## src/rtl/operand_forward_unit.sv

```systemverilog
// EX-stage operand forwarding: MEM > WB > regfile per source, load-use stall FSM, and
// per-source hold registers for externally stalled EX. FWD_PERF_CNT_EN adds perf counters.
module operand_forward_unit #(
  parameter int unsigned DATA_W     = 32,
  parameter int unsigned REG_ADDR_W = 5,
  parameter int unsigned NUM_SRC    = 2
) (
  input  logic                           clk,
  input  logic                           rst_n,
  input  logic                           ex_valid,
  input  logic                           ex_stall_in,
  input  logic [NUM_SRC*REG_ADDR_W-1:0]  ex_rs_addr,
  input  logic [NUM_SRC*DATA_W-1:0]      ex_rs_data,
  input  logic                           mem_reg_write,
  input  logic                           mem_mem_read,
  input  logic [REG_ADDR_W-1:0]          mem_rd_addr,
  input  logic [DATA_W-1:0]              mem_alu_result,
  input  logic                           wb_reg_write,
  input  logic [REG_ADDR_W-1:0]          wb_rd_addr,
  input  logic [DATA_W-1:0]              wb_write_data,
  output logic [NUM_SRC*DATA_W-1:0]      fwd_data_out,
  output logic [NUM_SRC*2-1:0]           fwd_sel_out,
  output logic                           load_use_stall
`ifdef FWD_PERF_CNT_EN
  ,
  output logic [31:0]                    perf_lu_stalls,
  output logic [31:0]                    perf_fwd_events
`endif
);

  localparam logic [1:0] SelRf   = 2'b00;
  localparam logic [1:0] SelWb   = 2'b01;
  localparam logic [1:0] SelMem  = 2'b10;
  localparam logic [1:0] SelHold = 2'b11;

  typedef enum logic [0:0] {StRun, StLuStall} state_e;

  state_e state_q, state_d;

  logic [NUM_SRC-1:0] lu_hit;
  logic [NUM_SRC-1:0] fwd_used;  // source selects MEM or WB this cycle
  logic               hazard;

  for (genvar i = 0; i < NUM_SRC; i++) begin : g_src
    logic [REG_ADDR_W-1:0] rs;
    logic                  mem_hit;
    logic                  wb_hit;
    logic [1:0]            sel;
    logic [DATA_W-1:0]     data;
    logic                  hold_valid_q;
    logic [DATA_W-1:0]     hold_data_q;

    assign rs      = ex_rs_addr[i*REG_ADDR_W +: REG_ADDR_W];
    assign mem_hit = mem_reg_write && (mem_rd_addr == rs) && (rs != '0);
    assign wb_hit  = wb_reg_write && (wb_rd_addr == rs) && (rs != '0);
    assign lu_hit[i] = ex_valid && mem_hit && mem_mem_read;

    always_comb begin
      sel  = SelRf;
      data = ex_rs_data[i*DATA_W +: DATA_W];
      if (hold_valid_q) begin
        sel  = SelHold;
        data = hold_data_q;
      end else if (mem_hit && !mem_mem_read) begin
        sel  = SelMem;
        data = mem_alu_result;
      end else if (wb_hit) begin
        sel  = SelWb;
        data = wb_write_data;
      end
    end

    assign fwd_used[i] = (sel == SelMem) || (sel == SelWb);
    assign fwd_sel_out[2*i +: 2]           = sel;
    assign fwd_data_out[i*DATA_W +: DATA_W] = data;

    // Capture only bypassed values; regfile operands stay put in ID/EX during the stall.
    always_ff @(posedge clk or negedge rst_n) begin
      if (!rst_n) begin
        hold_valid_q <= 1'b0;
        hold_data_q  <= '0;
      end else if (!ex_stall_in) begin
        hold_valid_q <= 1'b0;
      end else if (ex_valid && !hold_valid_q && !lu_hit[i] && fwd_used[i]) begin
        hold_valid_q <= 1'b1;
        hold_data_q  <= data;
      end
    end
  end

  assign hazard = |lu_hit;

  always_comb begin
    state_d        = state_q;
    load_use_stall = 1'b0;
    case (state_q)
      StRun: begin
        if (hazard && !ex_stall_in) begin
          load_use_stall = 1'b1;
          state_d        = StLuStall;
        end
      end
      StLuStall: state_d = StRun;
      default:   state_d = StRun;
    endcase
  end

  always_ff @(posedge clk or negedge rst_n) begin
    if (!rst_n) begin
      state_q <= StRun;
    end else begin
      state_q <= state_d;
    end
  end

`ifdef FWD_PERF_CNT_EN
  logic [31:0] lu_cnt_q;
  logic [31:0] fwd_cnt_q;

  always_ff @(posedge clk or negedge rst_n) begin
    if (!rst_n) begin
      lu_cnt_q  <= '0;
      fwd_cnt_q <= '0;
    end else begin
      if (load_use_stall && (lu_cnt_q != '1)) begin
        lu_cnt_q <= lu_cnt_q + 32'd1;
      end
      if (ex_valid && (|fwd_used) && (fwd_cnt_q != '1)) begin
        fwd_cnt_q <= fwd_cnt_q + 32'd1;
      end
    end
  end

  assign perf_lu_stalls  = lu_cnt_q;
  assign perf_fwd_events = fwd_cnt_q;
`endif

endmodule

```

## config.mk

```make
export PLATFORM = sky130hd
export DESIGN_NAME = operand_forward_unit
export DESIGN_NICKNAME = d
export VERILOG_FILES = /design/src/rtl/operand_forward_unit.sv
export SDC_FILE = /design/constraint.sdc
export NUM_CORES = 1
export LEC_CHECK = 0
export ABC_CLOCK_PERIOD_IN_PS = 2800
export CORE_ASPECT_RATIO = 0.9
export CORE_MARGIN = 1
export CORE_UTILIZATION = 43
export CTS_CLUSTER_SIZE = 24
export DETAILED_ROUTE_END_ITERATION = 12
export HOLD_SLACK_MARGIN = 0.02
export PLACE_DENSITY = 0.93
export SYNTH_ARGS = -nofsm -noshare
export SYNTH_HDL_FRONTEND = slang
export SYNTH_SLANG_ARGS = --single-unit
```

## constraint.sdc

```tcl
create_clock -name clk -period 2.8 [get_ports clk]
set_input_delay 0.42 -clock clk [delete_from_list [all_inputs] [get_ports clk]]
set_output_delay 0.42 -clock clk [all_outputs]
set_load 0.005 [all_outputs]
```

==> summary.txt, run 1 <==
Yosys
  • Number of synthesized flops with an enable pin: 0
  • Multiplexer area fraction after synthesis: about 7.2%
  • Synth Area in XOR/XNOR: between 2 and 3%
  • Count of different cell masters after synthesis: 37
  • Top FF cell, synth: dfrtp_1
  • Synthesized-area fraction occupied by adder cells: 0%
  • Cell Area, Synth: between 5000 and 6000 um2
  • Yosys top cell area share: 32.5%
  • Gate Count Post-Synth: between 600 and 700
  • Post-synthesis sequential area ratio: ~33%
  • Area contributors post-synth: dfrtp_1 (33%), nand2_1 (10%), o41ai_2 (6.6%)
  • Dominant cell type by area after synthesis: dfrtp_1
  • Synthesized Nets: 758
  • Syn avg cell area: 8.54 um2
  • Main combinational cell family by area after synthesis: compound AO/OA/AOI/OAI gates
  • Compound-gate portion of the synthesized area: a little under 30%
  • Synthesized flop and latch total: 67
  • YS warnings: 0
  • Simple-Gate Fraction of Synth Area: about 22%
  • Async S/R FF share, synth: 100%

Timing
  • Worst endpoint type: top-level output
  • Worst Endpoint after GRT Repair: fwd_data_out[46]

Status
  • Run status: aborted with a tool error
  • Fail Step: global routing
  • Tool Error: [ERROR DPL-0038] Utilization greater than 100%, impossible to legalize

Clock tree
  • CTS Sinks: 67
  • # hold bufs at CTS: 0
  • CTS Root Cell: clkbuf_16
  • Number of CTS-inserted buffers: 9
  • Clock buffer depth: 2
  • Htree depth: 3

Floorplan
  • Initial Util: 44.7%
  • Die width: around 120 um
  • Die span in y: 106 um
  • Top-Level Pins: 224
  • Row cnt: 37

Place
  • Placed insts: just over 1000
  • Final GP Congestion: between 0.9 and 1
  • Input/output buffers: roughly 220
  • Post-DP HPWL: roughly 14000 um
  • Area after DPL: 8360 um2

Global route
  • Largest net degree at the start of global routing: between 40 and 50
## cell usage after synthesis, types with 17 or more instances
| master | n |
|---|---|
| o41ai_2 | 21 |
| buf_2 | 17 |
| nor2b_1 | 30 |
| a211oi_1 | 31 |
| xnor2_1 | 17 |
| nor2_1 | 70 |
| nand2_1 | 138 |
| clkbuf_1 | 26 |
| mux2_2 | 26 |
| a311oi_1 | 32 |
| a21o_1 | 34 |
| o31ai_1 | 32 |
| dfrtp_1 | 67 |
## what timing repair did
item	in CTS
setup endpoints to repair	95
setup buffers	83
endpoints found under the hold margin	0
cloned	12
pin swaps	103
gates resized for setup	553
## stage by stage
step / worst slack (ns) / hold slack (ns) / TNS, ns / util, %
after global placement: -1.00 / 0.406 / -63.58 / 72.5
after detailed placement: -1.14 / 0.415 / -76.96 / 72.5
after CTS: -0.200 / 0.107 / -3.30 / 90.3
after floorplan: 0.323 / 0.124 / 0 / -
## kinds of logic after synthesis
logic type                Yosys count
buffers and inverters              57
muxes                              33
AOI/OAI and AO/OA                 170
DFF                                67
xor gates and xnor gates           17
and+or+nand+nor                   259
==> run 2: changes to the inputs <==
Settings changed: CORE_ASPECT_RATIO 0.9 to default, CORE_UTILIZATION 43 to 40, CTS_CLUSTER_SIZE 24 to default, HOLD_SLACK_MARGIN 0.02 to default, PLACE_DENSITY 0.93 to default, PLACE_DENSITY_LB_ADDON from default to 0.15.
==> run 2 against run 1 <==
Against the previous run:
- the flow now finishes, with violations (setup timing)
- synthesized cell count did not move
- synthesized area did not move
==> summary.txt, run 2 <==
Run
  • Max-Cap Viols: 0

Floorplan
  • Die area: approximately 13000 um2
  • Initial Util: 41.0%
  • Die span in y: approximately 120 um
  • Die width: between 100 and 150 um
  • Row cnt: 41
  • Top-Level Pins: about 220
  • Core Box Area: ~13000 um2

Layout
  • Most common cell after layout, fill and taps aside: buf_4
  • Area of the multi-input gates: between 4000 and 5000 um2
  • Biggest register: g_src.hold_data_q
  • Max FFs per register: 64
  • Commonest non-fill, non-tap cells in the layout: buf_4 (142), clkdlybuf4s50_1 (130), nand2_1 (115)
  • Register area: 1680 um2
  • Fillcell total: 592
  • Nets: about 1200
  • Largest registers: g_src.hold_data_q: 64 flops, g_src.hold_valid_q: 2 flops, state_q: 1 flops
  • Antenna cell count: 0
  • Synth-to-Final Area Change: 113%
  • Share of cells above drive strength 1: a little under three fifths

Yosys
  • Syn avg cell area: 8.54 um2
  • Cell Area, Synth: slightly above 5000 um2
  • Count of different cell masters after synthesis: 37
  • Synth cell count leaders: nand2_1 (138), nor2_1 (70), dfrtp_1 (67), a21o_1 (34)
  • Number of synthesized flops with an enable pin: 0
  • Post-synthesis sequential area ratio: between 30% and 40%
  • Area contributors post-synth: dfrtp_1 (33%), nand2_1 (10%), o41ai_2 (6.6%)
  • Yosys top cell area share: 32.5%
  • Top FF cell, synth: dfrtp_1
  • Dominant cell type by area after synthesis: dfrtp_1
  • Most frequent cell after synthesis: nand2_1
  • Synthesized flop and latch total: 67
  • Gate Count Post-Synth: about 600
  • Async S/R FF share, synth: between 90% and 100%
  • Synthesized Nets: about 760
  • YS warnings: 0

Critical path
  • CP required: ~2.4 ns
  • Crit. End Element: primary output
  • CP max FO: 7
  • Setup Crit Path Kind: primary input to primary output
  • Critical path launch point type: primary input
  • Critical Path AT: 2.50 ns

Power and ir drop
  • Lkg Pwr: about 0.005 uW
  • Total chip power: between 3000 and 4000 uW
  • Peak supply drop: roughly 350 uV
  • Pwr per Cell Area: between 300 and 400 nW/um2

Timing
  • Max-slew violations: 0
  • RSZ-0062 raised after global routing: yes
  • Final setup vio count: between 40 and 50
  • Final Skew: 0.00940 ns
  • Period utilization: 104%
  • Fin Setup TNS: -1.86 ns
  • Tightest Pin Transition: around 0.78 ns
  • Slew headroom: a little under half
  • Fin. Hold Viols: 0
  • F_max: between 300 and 400 MHz
  • Post-layout min period: a little under 3 ns
  • Final worst setup slack: -0.124 ns

Clock tree
  • Clock Pin Slew Worst Setup and Hold Paths: about 0.060 ns
  • CTS Root Cell: clkbuf_16
  • Worst-Skew Late Latency: around 0.35 ns
  • CTS tree: built
  • CTS Sinks: between 60 and 70
  • Clock buffer depth: 2
  • Number of CTS-inserted buffers: 9
  • # hold bufs at CTS: 0
  • Htree depth: 3

Detailed routing
  • Total number of vias: approximately 7000
  • DR vias/cell: between 5 and 6
  • Final ANT Viol Nets: 0
  • Total wire length: between 20000 and 30000 um
  • DR WL/cell: 23.5 um
  • Detailed-router iteration count before antenna repair: 7
  • Drc violations: 0
  • Starting DRC count in detailed routing: ~600

Hold path
  • Hold Path Class: primary input to async pin

Global route
  • First-pass GRT wire length: ~37000 um
  • Total GRT Usage: approximately 37%
  • GRT Residual Overflow: 0
  • Initial antenna violation count: 0
  • Vias in the first global route: about 7200
  • Largest net degree at the start of global routing: 35

Status
  • Run status: complete, but fails checks
  • Failing checks: setup timing

Place
  • Final GP Congestion: around 0.9
  • Post-DP HPWL: ~14000 um
  • Input/output buffers: between 200 and 250
==> run 2: path summary, 6_finish.rpt <==
check | slack (ns) | cells past startpoint | from | endpoint
worst min-delay path | 0.14 | 1 | rst_n | g_src[0].hold_data_q[24]$_DFFE_PN0P_
min in group clk | 0.48 | 2 | g_src[0].hold_data_q[16]$_DFFE_PN0P_ | g_src[0].hold_data_q[16]$_DFFE_PN0P_
worst max-delay path | -0.12 | 13 | ex_rs_addr[2] | fwd_data_out[14]
worst min register to register | 0.48 | 2 | g_src[0].hold_data_q[16]$_DFFE_PN0P_ | g_src[0].hold_data_q[16]$_DFFE_PN0P_
worst max register to register | 0.97 | 4 | g_src[0].hold_valid_q$_DFFE_PN0P_ | g_src[0].hold_data_q[7]$_DFFE_PN0P_
max in group asynchronous | 1.91 | 2 | rst_n | g_src[0].hold_data_q[1]$_DFFE_PN0P_
==> run 2: critical path, stage by stage <==
cell and delay (ns):
buf_8 0.10, buf_4 0.14, buf_6 0.11, xnor2_2 0.15, nand4_1 0.21, buf_4 0.21, nor3_4 0.22, buf_6 0.16
buf_12 0.15, buf_8 0.13, a211oi_4 0.05, o31ai_2 0.28, buf_2 0.17
==> run 2: cells by family after synthesis <==
logic type,count (synthesis),synth area share [%]
flip-flops,67,32.5
multiplexers,33,7.21
AO/OA/AOI/OAI,170,29.8
buffers and inverters,57,5.93
XOR/XNOR,17,2.89
AND/OR/NAND/NOR,259,21.7
==> run 2: layout make-up <==
class | instances | area share, %
Clock buffer | 14 | 2.31
Clock inverter | 2 | 0.114
Multi-Input combinational cell | 479 | 42.4
Sequential cell | 67 | 15.3
Tap cell | 172 | 1.96
Timing Repair Buffer | 441 | 37.9
==> run 2: report_power, final <==
group | switching, uW | internal [uW]
clock network | 449 | 624
registers | 98.7 | 1120
logic | 520 | 701
total | 1070 | 2450
==> run 2: stage by stage <==
step           area [um2]  hold slack [ns]  worst slack, ns  cells  utilization [%]
3_5_place_dp         8400            0.466           -0.787   1058             66.8
2_1_floorplan        5150            0.124            0.323    603                -
4_1_cts             10300            0.160           -0.119   1150             82.2
3_3_place_gp         8400            0.455           -0.723   1058             66.8
6_report            11000            0.144           -0.124   1175             87.4
5_1_grt             11000            0.208           -0.151   1175             87.4
==> run 2: repair_timing <==
item	in CTS	in global routing
pin swaps	92	75
gates resized for setup	542	158
gates cloned	12	2
endpoints found under the setup margin	69	65
setup buffers	71	34
==> run 2: metal layers <==
| metal | track usage (%) | share of wire, % | routed length (um) |
|---|---|---|---|
| met2 | 65.1 | 50 | 13800 |
| met4 | 23.0 | 6.3 | 1740 |
| met1 | 41.2 | 36 | 9860 |
| met5 | 0 | 0 | 0 |
| met3 | 7.43 | 8.2 | 2260 |
Power figures use the tool's default switching activity.
==> run 3: changes to the inputs <==
Settings changed: ABC_CLOCK_PERIOD_IN_PS 2800 to default, CORE_ASPECT_RATIO from default to 2, HOLD_SLACK_MARGIN from default to 0.1.
==> run 3 against run 2 <==
Against the previous run:
- cell count down 3.7%
- design area down 3.1%
- the flow still finishes with violations (setup timing)
- global-route usage down 1.0 points
- critical path type unchanged
- first-iteration DRC count down 7.2%
- largest power group is now clock
- combinational power down 5%
==> summary.txt, run 3 (same netlist as run 2, synthesis figures left out) <==
Clock tree
  • # hold bufs at CTS: 0
  • Clock Pin Slew Worst Setup and Hold Paths: ~0.06 ns
  • Worst-Skew Late Latency: ~0.34 ns
  • Number of CTS-inserted buffers: 9
  • CTS tree: built
  • CTS Root Cell: clkbuf_16
  • Clock buffer depth: 2
  • Htree depth: 3
  • CTS Sinks: 67

Critical path
  • CP bufs+invs: 7
  • Setup Crit Path Kind: primary input to primary output
  • CP max FO: 7
  • CP required: around 2.4 ns
  • Crit. End Element: primary output
  • Slowest CP cell: or4_4
  • Max incr delay on CP: roughly 0.53 ns
  • Critical Path AT: roughly 2.6 ns
  • Worst-path cell chain: buf_6 -> buf_6 -> xnor2_4 -> nand3_2 -> or4_4 -> buf_12 -> buf_8 -> buf_16 -> buf_12 -> a311oi_4 -> a21o_1 -> buf_2
  • Worst path top cell family by delay: buffers and inverters
  • Critical path launch point type: primary input

Global route
  • Largest net degree at the start of global routing: 68
  • GRT Max-Usage Layer: met2
  • Initial antenna violation count: 0
  • GRT Residual Overflow: 0
  • First-pass GRT wire length: 35600 um
  • Routing usage on met1: between 30% and 40%
  • M2 GR Usage: around 64%
  • Met3 GRT Util: 5.88%
  • Vias in the first global route: approximately 7200
  • Total GRT Usage: between 30% and 40%

Floorplan
  • Initial Util: slightly above 40%
  • Die area: ~13000 um2
  • Row cnt: 58
  • Top-Level Pins: 224
  • Core Box Area: 12600 um2
  • Die width: 82.2 um
  • Die span in y: ~160 um

Detailed routing
  • Drc violations: 0
  • Total number of vias: roughly 7000
  • Starting DRC count in detailed routing: 554
  • Final ANT Viol Nets: 0
  • DR WL/cell: about 24 um
  • Detailed-router iteration count before antenna repair: 5
  • DR vias/cell: about 6.2
  • Total wire length: ~27000 um

Layout
  • Max FFs per register: between 60 and 70
  • Fillcell total: roughly 640
  • Biggest register: g_src.hold_data_q
  • Most common cell after layout, fill and taps aside: clkdlybuf4s50_1
  • Final Core Density: 84.7%
  • Final instance area: 10600 um2
  • Nets: 1131
  • Largest registers: g_src.hold_data_q: 64 flops, g_src.hold_valid_q: 2 flops, state_q: 1 flops
  • Share of cells above drive strength 1: 51.8%
  • Synth-to-Final Area Change: 107%
  • Commonest non-fill, non-tap cells in the layout: clkdlybuf4s50_1 (132), nand2_1 (124), buf_4 (123)
  • Antenna cell count: 0

Place
  • Final GP Congestion: just under 0.9
  • Area after DPL: 8260 um2
  • Input/output buffers: between 200 and 250
  • Post-DP HPWL: about 14000 um
  • Dpl ws: -1.16 ns

Run
  • Max-Cap Viols: 0

Timing
  • Slew headroom: 37.8%
  • Final Skew: roughly 0.0055 ns
  • Tightest Pin Transition: a little over 0.9 ns
  • Max-slew violations: 0
  • Fin Setup TNS: -4.28 ns
  • RSZ-0062 raised after global routing: yes
  • Post-layout min period: 2.99 ns
  • Fin. Hold Viols: 0
  • Period utilization: 107%
  • F_max: between 300 and 400 MHz
  • Final setup vio count: 49
  • Final worst setup slack: -0.192 ns

Hold path
  • Hold Path Class: primary input to async pin

Power and ir drop
  • Peak supply drop: ~440 uV
  • Lkg Pwr: 0.00499 uW
  • Pwr per Cell Area: between 300 and 400 nW/um2

Status
  • Failing checks: setup timing
  • Run status: complete, but fails checks
-- run 3: cell types whose count changed in the layout (fill, tap and decap cells not counted), moves of 6 or more --
cell,before,now
nor2_2,28,10
nand2_1,115,124
buf_2,69,58
o31ai_1,8,20
nor2_4,17,11
buf_4,142,123
a211oi_4,26,16
nor2_1,25,49
a211oi_2,5,15
o31ai_2,20,11
-- run 3: area by class of cell --
| class | instances | area, um2 | share of cell area (%) |
|---|---|---|---|
| Timing Repair Buffer | 418 | 4050 | 38.1 |
| Clock buffer | 10 | 239 | 2.25 |
| Multi-Input combinational cell | 480 | 4390 | 41.3 |
| Sequential cell | 67 | 1680 | 15.8 |
| Clock inverter | 6 | 88.8 | 0.835 |
| Tap cell | 150 | 188 | 1.76 |
-- run 3: per-stage QoR --
| step | hold slack [ns] | std cells | power [uW] |
|---|---|---|---|
| 2_1_floorplan | 0.124 | 603 | 1580 |
| 3_3_place_gp | 0.454 | 1024 | 2120 |
| 3_5_place_dp | 0.468 | 1024 | 2160 |
| 4_1_cts | 0.244 | 1095 | 3470 |
| 5_1_grt | 0.264 | 1131 | 3790 |
| 6_report | 0.197 | 1131 | 3660 |
-- run 3: path summary, 6_finish.rpt --
| path | endpoint | cells after the start | slack [ns] | start |
|---|---|---|---|---|
| worst max register to register | g_src[0].hold_data_q[31]$_DFFE_PN0P_ | 5 | 0.74 | g_src[0].hold_valid_q$_DFFE_PN0P_ |
| worst min-delay path | g_src[1].hold_data_q[15]$_DFFE_PN0P_ | 1 | 0.20 | rst_n |
| max in group asynchronous | g_src[0].hold_valid_q$_DFFE_PN0P_ | 1 | 1.88 | rst_n |
| worst min register to register | g_src[0].hold_data_q[17]$_DFFE_PN0P_ | 2 | 0.48 | g_src[0].hold_data_q[17]$_DFFE_PN0P_ |
| min in group clk | g_src[0].hold_data_q[17]$_DFFE_PN0P_ | 2 | 0.48 | g_src[0].hold_data_q[17]$_DFFE_PN0P_ |
| worst max-delay path | fwd_data_out[53] | 12 | -0.19 | mem_rd_addr[4] |
-- run 3: worst reg2reg max path: cells and delay by family, from the launching register on --
family	cells	cell delay, ns
flip-flops	1	0.74
buffers and inverters	2	0.50
AO/OA/AOI/OAI	2	0.48
AND/OR/NAND/NOR	1	0.22
-- run 3: timing repair --
| action | in CTS | in global routing |
|---|---|---|
| pin swaps | 73 | 68 |
| setup buffers | 49 | 41 |
| resized for setup | 465 | 176 |
| cloned | 7 | 6 |
| setup endpoints to repair | 95 | 65 |
-- run 3: routing by layer --
layer / wire length [um] / share of wire [%]
met1: 8590 / 32
met2: 14000 / 52
met3: 2000 / 7.4
met4: 2440 / 9.0
met5: 0 / 0
-- run 3: report_power, final --
group          internal [uW]  leakage [uW]  total [uW]  switching, uW
Sequential              1120      0.000904        1220           96.9
Combinational            673       0.00394        1160            483
Clock                    805      0.000155        1280            476
Total                   2600       0.00499        3660           1060
==> run 4: changes to the inputs <==
--- a/constraint.sdc
+++ b/constraint.sdc
@@ -3,2 +3,2 @@
 set_output_delay 0.42 -clock clk [all_outputs]
-set_load 0.005 [all_outputs]
+set_load 0.02 [all_outputs]
==> run 4 against run 3 <==
Against the previous run:
- the flow still finishes with violations (setup timing)
- sequential power barely moved
- via count grew 0.38%
- power up 1.2%
- critical path type unchanged
- critical endpoint is now fwd_data_out[36]
==> summary.txt, run 4 (same netlist as run 2, synthesis figures left out) <==
Timing
  • Tightest Pin Transition: 0.800 ns
  • F_max: around 330 MHz
  • Final setup vio count: 64
  • Slew headroom: 46.7%
  • Max-slew violations: 0
  • Final Skew: 0.0107 ns
  • RSZ-0062 raised after global routing: yes
  • Period utilization: 108%
  • Fin. Hold Viols: 0
  • Post-layout min period: approximately 3 ns
  • Final worst setup slack: -0.211 ns
  • Fin Setup TNS: -4.15 ns

Power and ir drop
  • Total chip power: 3700 uW
  • Pwr per Cell Area: roughly 350 nW/um2
  • Peak supply drop: roughly 410 uV
  • Sw Ratio: slightly above 30%
  • Sw Pwr: 1130 uW
  • Lkg Pwr: between 0.004 and 0.005 uW
  • Comb power frac: a little over a third
  • P_int: ~2600 uW
  • Register share of total power: 33.1%
  • Clock share of power: a little under a third

Global route
  • Initial antenna violation count: 2
  • Largest net degree at the start of global routing: 58
  • Vias in the first global route: around 7300
  • First-pass GRT wire length: about 38000 um
  • GRT Residual Overflow: 0
  • Total GRT Usage: about two fifths

Layout
  • Share of cells above drive strength 1: 52.3%
  • Largest registers: g_src.hold_data_q: 64 flops, g_src.hold_valid_q: 2 flops, state_q: 1 flops
  • Fillcell total: 646
  • Nets: 1113
  • Non-Filler Instances: around 1100
  • Register area: 1680 um2
  • Max FFs per register: 64
  • Most common cell after layout, fill and taps aside: buf_4
  • Biggest register: g_src.hold_data_q
  • Area of the multi-input gates: approximately 4400 um2
  • Final instance area: about 11000 um2
  • Synth-to-Final Area Change: 106%
  • Commonest non-fill, non-tap cells in the layout: buf_4 (133), clkdlybuf4s50_1 (130), nand2_1 (110)

Detailed routing
  • Total number of vias: 7052
  • Total wire length: 28500 um
  • DR WL/cell: 25.6 um
  • Detailed-router iteration count before antenna repair: 5
  • Drc violations: 0
  • Starting DRC count in detailed routing: about 480
  • Final ANT Viol Nets: 0
  • DR vias/cell: 6.33

Clock tree
  • CTS Root Cell: clkbuf_16
  • CTS Sinks: 67
  • Worst-Skew Late Latency: approximately 0.34 ns
  • Htree depth: 3
  • Number of CTS-inserted buffers: 9
  • Clock buffer depth: 2
  • Clock Pin Slew Worst Setup and Hold Paths: 0.06 ns
  • CTS tree: built

Status
  • Run status: complete, but fails checks
  • Failing checks: setup timing

Critical path
  • Crit. End Element: primary output
  • CP required: 2.38 ns
  • Setup Crit Path Kind: primary input to primary output
  • Critical path launch point type: primary input
  • Critical Path AT: 2.59 ns
  • CP max FO: 8

Floorplan
  • Core Box Area: approximately 13000 um2
  • Die span in y: about 160 um
  • Top-Level Pins: between 200 and 250
  • Die width: about 82 um
  • Initial Util: between 40% and 50%
  • Die area: 13400 um2
  • Row cnt: 58

Place
  • Dpl ws: -1.33 ns
  • Post-DP HPWL: roughly 15000 um
  • Final GP Congestion: between 0.9 and 1
  • Area after DPL: 8330 um2
  • Input/output buffers: around 220
  • Placed insts: just over 1000

Run
  • Max-Cap Viols: 0

Hold path
  • Hold Path Class: primary input to async pin
## run 4: cell types whose count changed in the layout (fill, tap and decap cells not counted), moves of 10 or more
cell	before	now
nor2_2	10	27
buf_4	123	133
nand2_1	124	110
nor2_1	49	35
buf_6	36	54
buf_2	58	24
nor2b_1	1	18
nor2b_4	20	4
## run 4: cell type report
cell class	count	share of cell area [%]
tap	150	1.77
timing repair buffer	398	38.0
sequential	67	15.9
antenna	2	0.0473
clock inverter	2	0.331
clock buffer	13	2.46
multi-input combinational	482	41.5
## run 4: power groups by stage
stage	clock network [uW]	logic, uW	registers (uW)
finish	1170	1310	1230
global route	1200	1370	1240
CTS	1150	1130	1210
detailed placement	0	1020	1220
global placement	0	992	1210
floorplan	0	473	1190
## run 4: worst paths after layout
| kind | startpoint | endpoint | slack (ns) | cells past startpoint |
|---|---|---|---|---|
| min in group clk | g_src[0].hold_data_q[11]$_DFFE_PN0P_ | g_src[0].hold_data_q[11]$_DFFE_PN0P_ | 0.48 | 2 |
| max | ex_rs_addr[8] | fwd_data_out[36] | -0.21 | 11 |
| min | rst_n | g_src[1].hold_data_q[15]$_DFFE_PN0P_ | 0.16 | 1 |
| max in group asynchronous | rst_n | g_src[0].hold_data_q[23]$_DFFE_PN0P_ | 2.00 | 2 |
| max reg2reg | g_src[1].hold_valid_q$_DFFE_PN0P_ | g_src[1].hold_data_q[0]$_DFFE_PN0P_ | 0.75 | 5 |
| min reg2reg | g_src[0].hold_data_q[11]$_DFFE_PN0P_ | g_src[0].hold_data_q[11]$_DFFE_PN0P_ | 0.48 | 2 |
## run 4: repair_timing
action                                  CTS  global route
pin swaps                                61            56
setup buffers                            46            12
hold buffers                              0             0
resized for setup                       561           171
gates cloned                             14             2
endpoints found under the setup margin  102            68
## run 4: per-layer routing
metal	up-vias	GRT usage, %	routed length [um]
li1	2916	-	-
met5	-	0	0
met4	0	32.9	2710
met1	3435	37.2	8860
met2	485	67.4	14900
met3	216	8.52	2110
## run 4: metrics by stage
step | utilization [%] | hold WS, ns
final | 84.3 | 0.156
after global routing | 84.3 | 0.226
after CTS | 78.8 | 0.177
after detailed placement | 66.3 | 0.462
after global placement | 66.3 | 0.455
after floorplan | - | 0.124
## run 4: critical path, cell delays in order
cell      delay, ns
buf_8          0.10
or4_4          0.56
buf_6          0.15
a21oi_4        0.18
or3_4          0.20
buf_4          0.13
buf_12         0.14
nand2_2        0.07
a311oi_4       0.26
a21o_1         0.23
buf_6          0.15
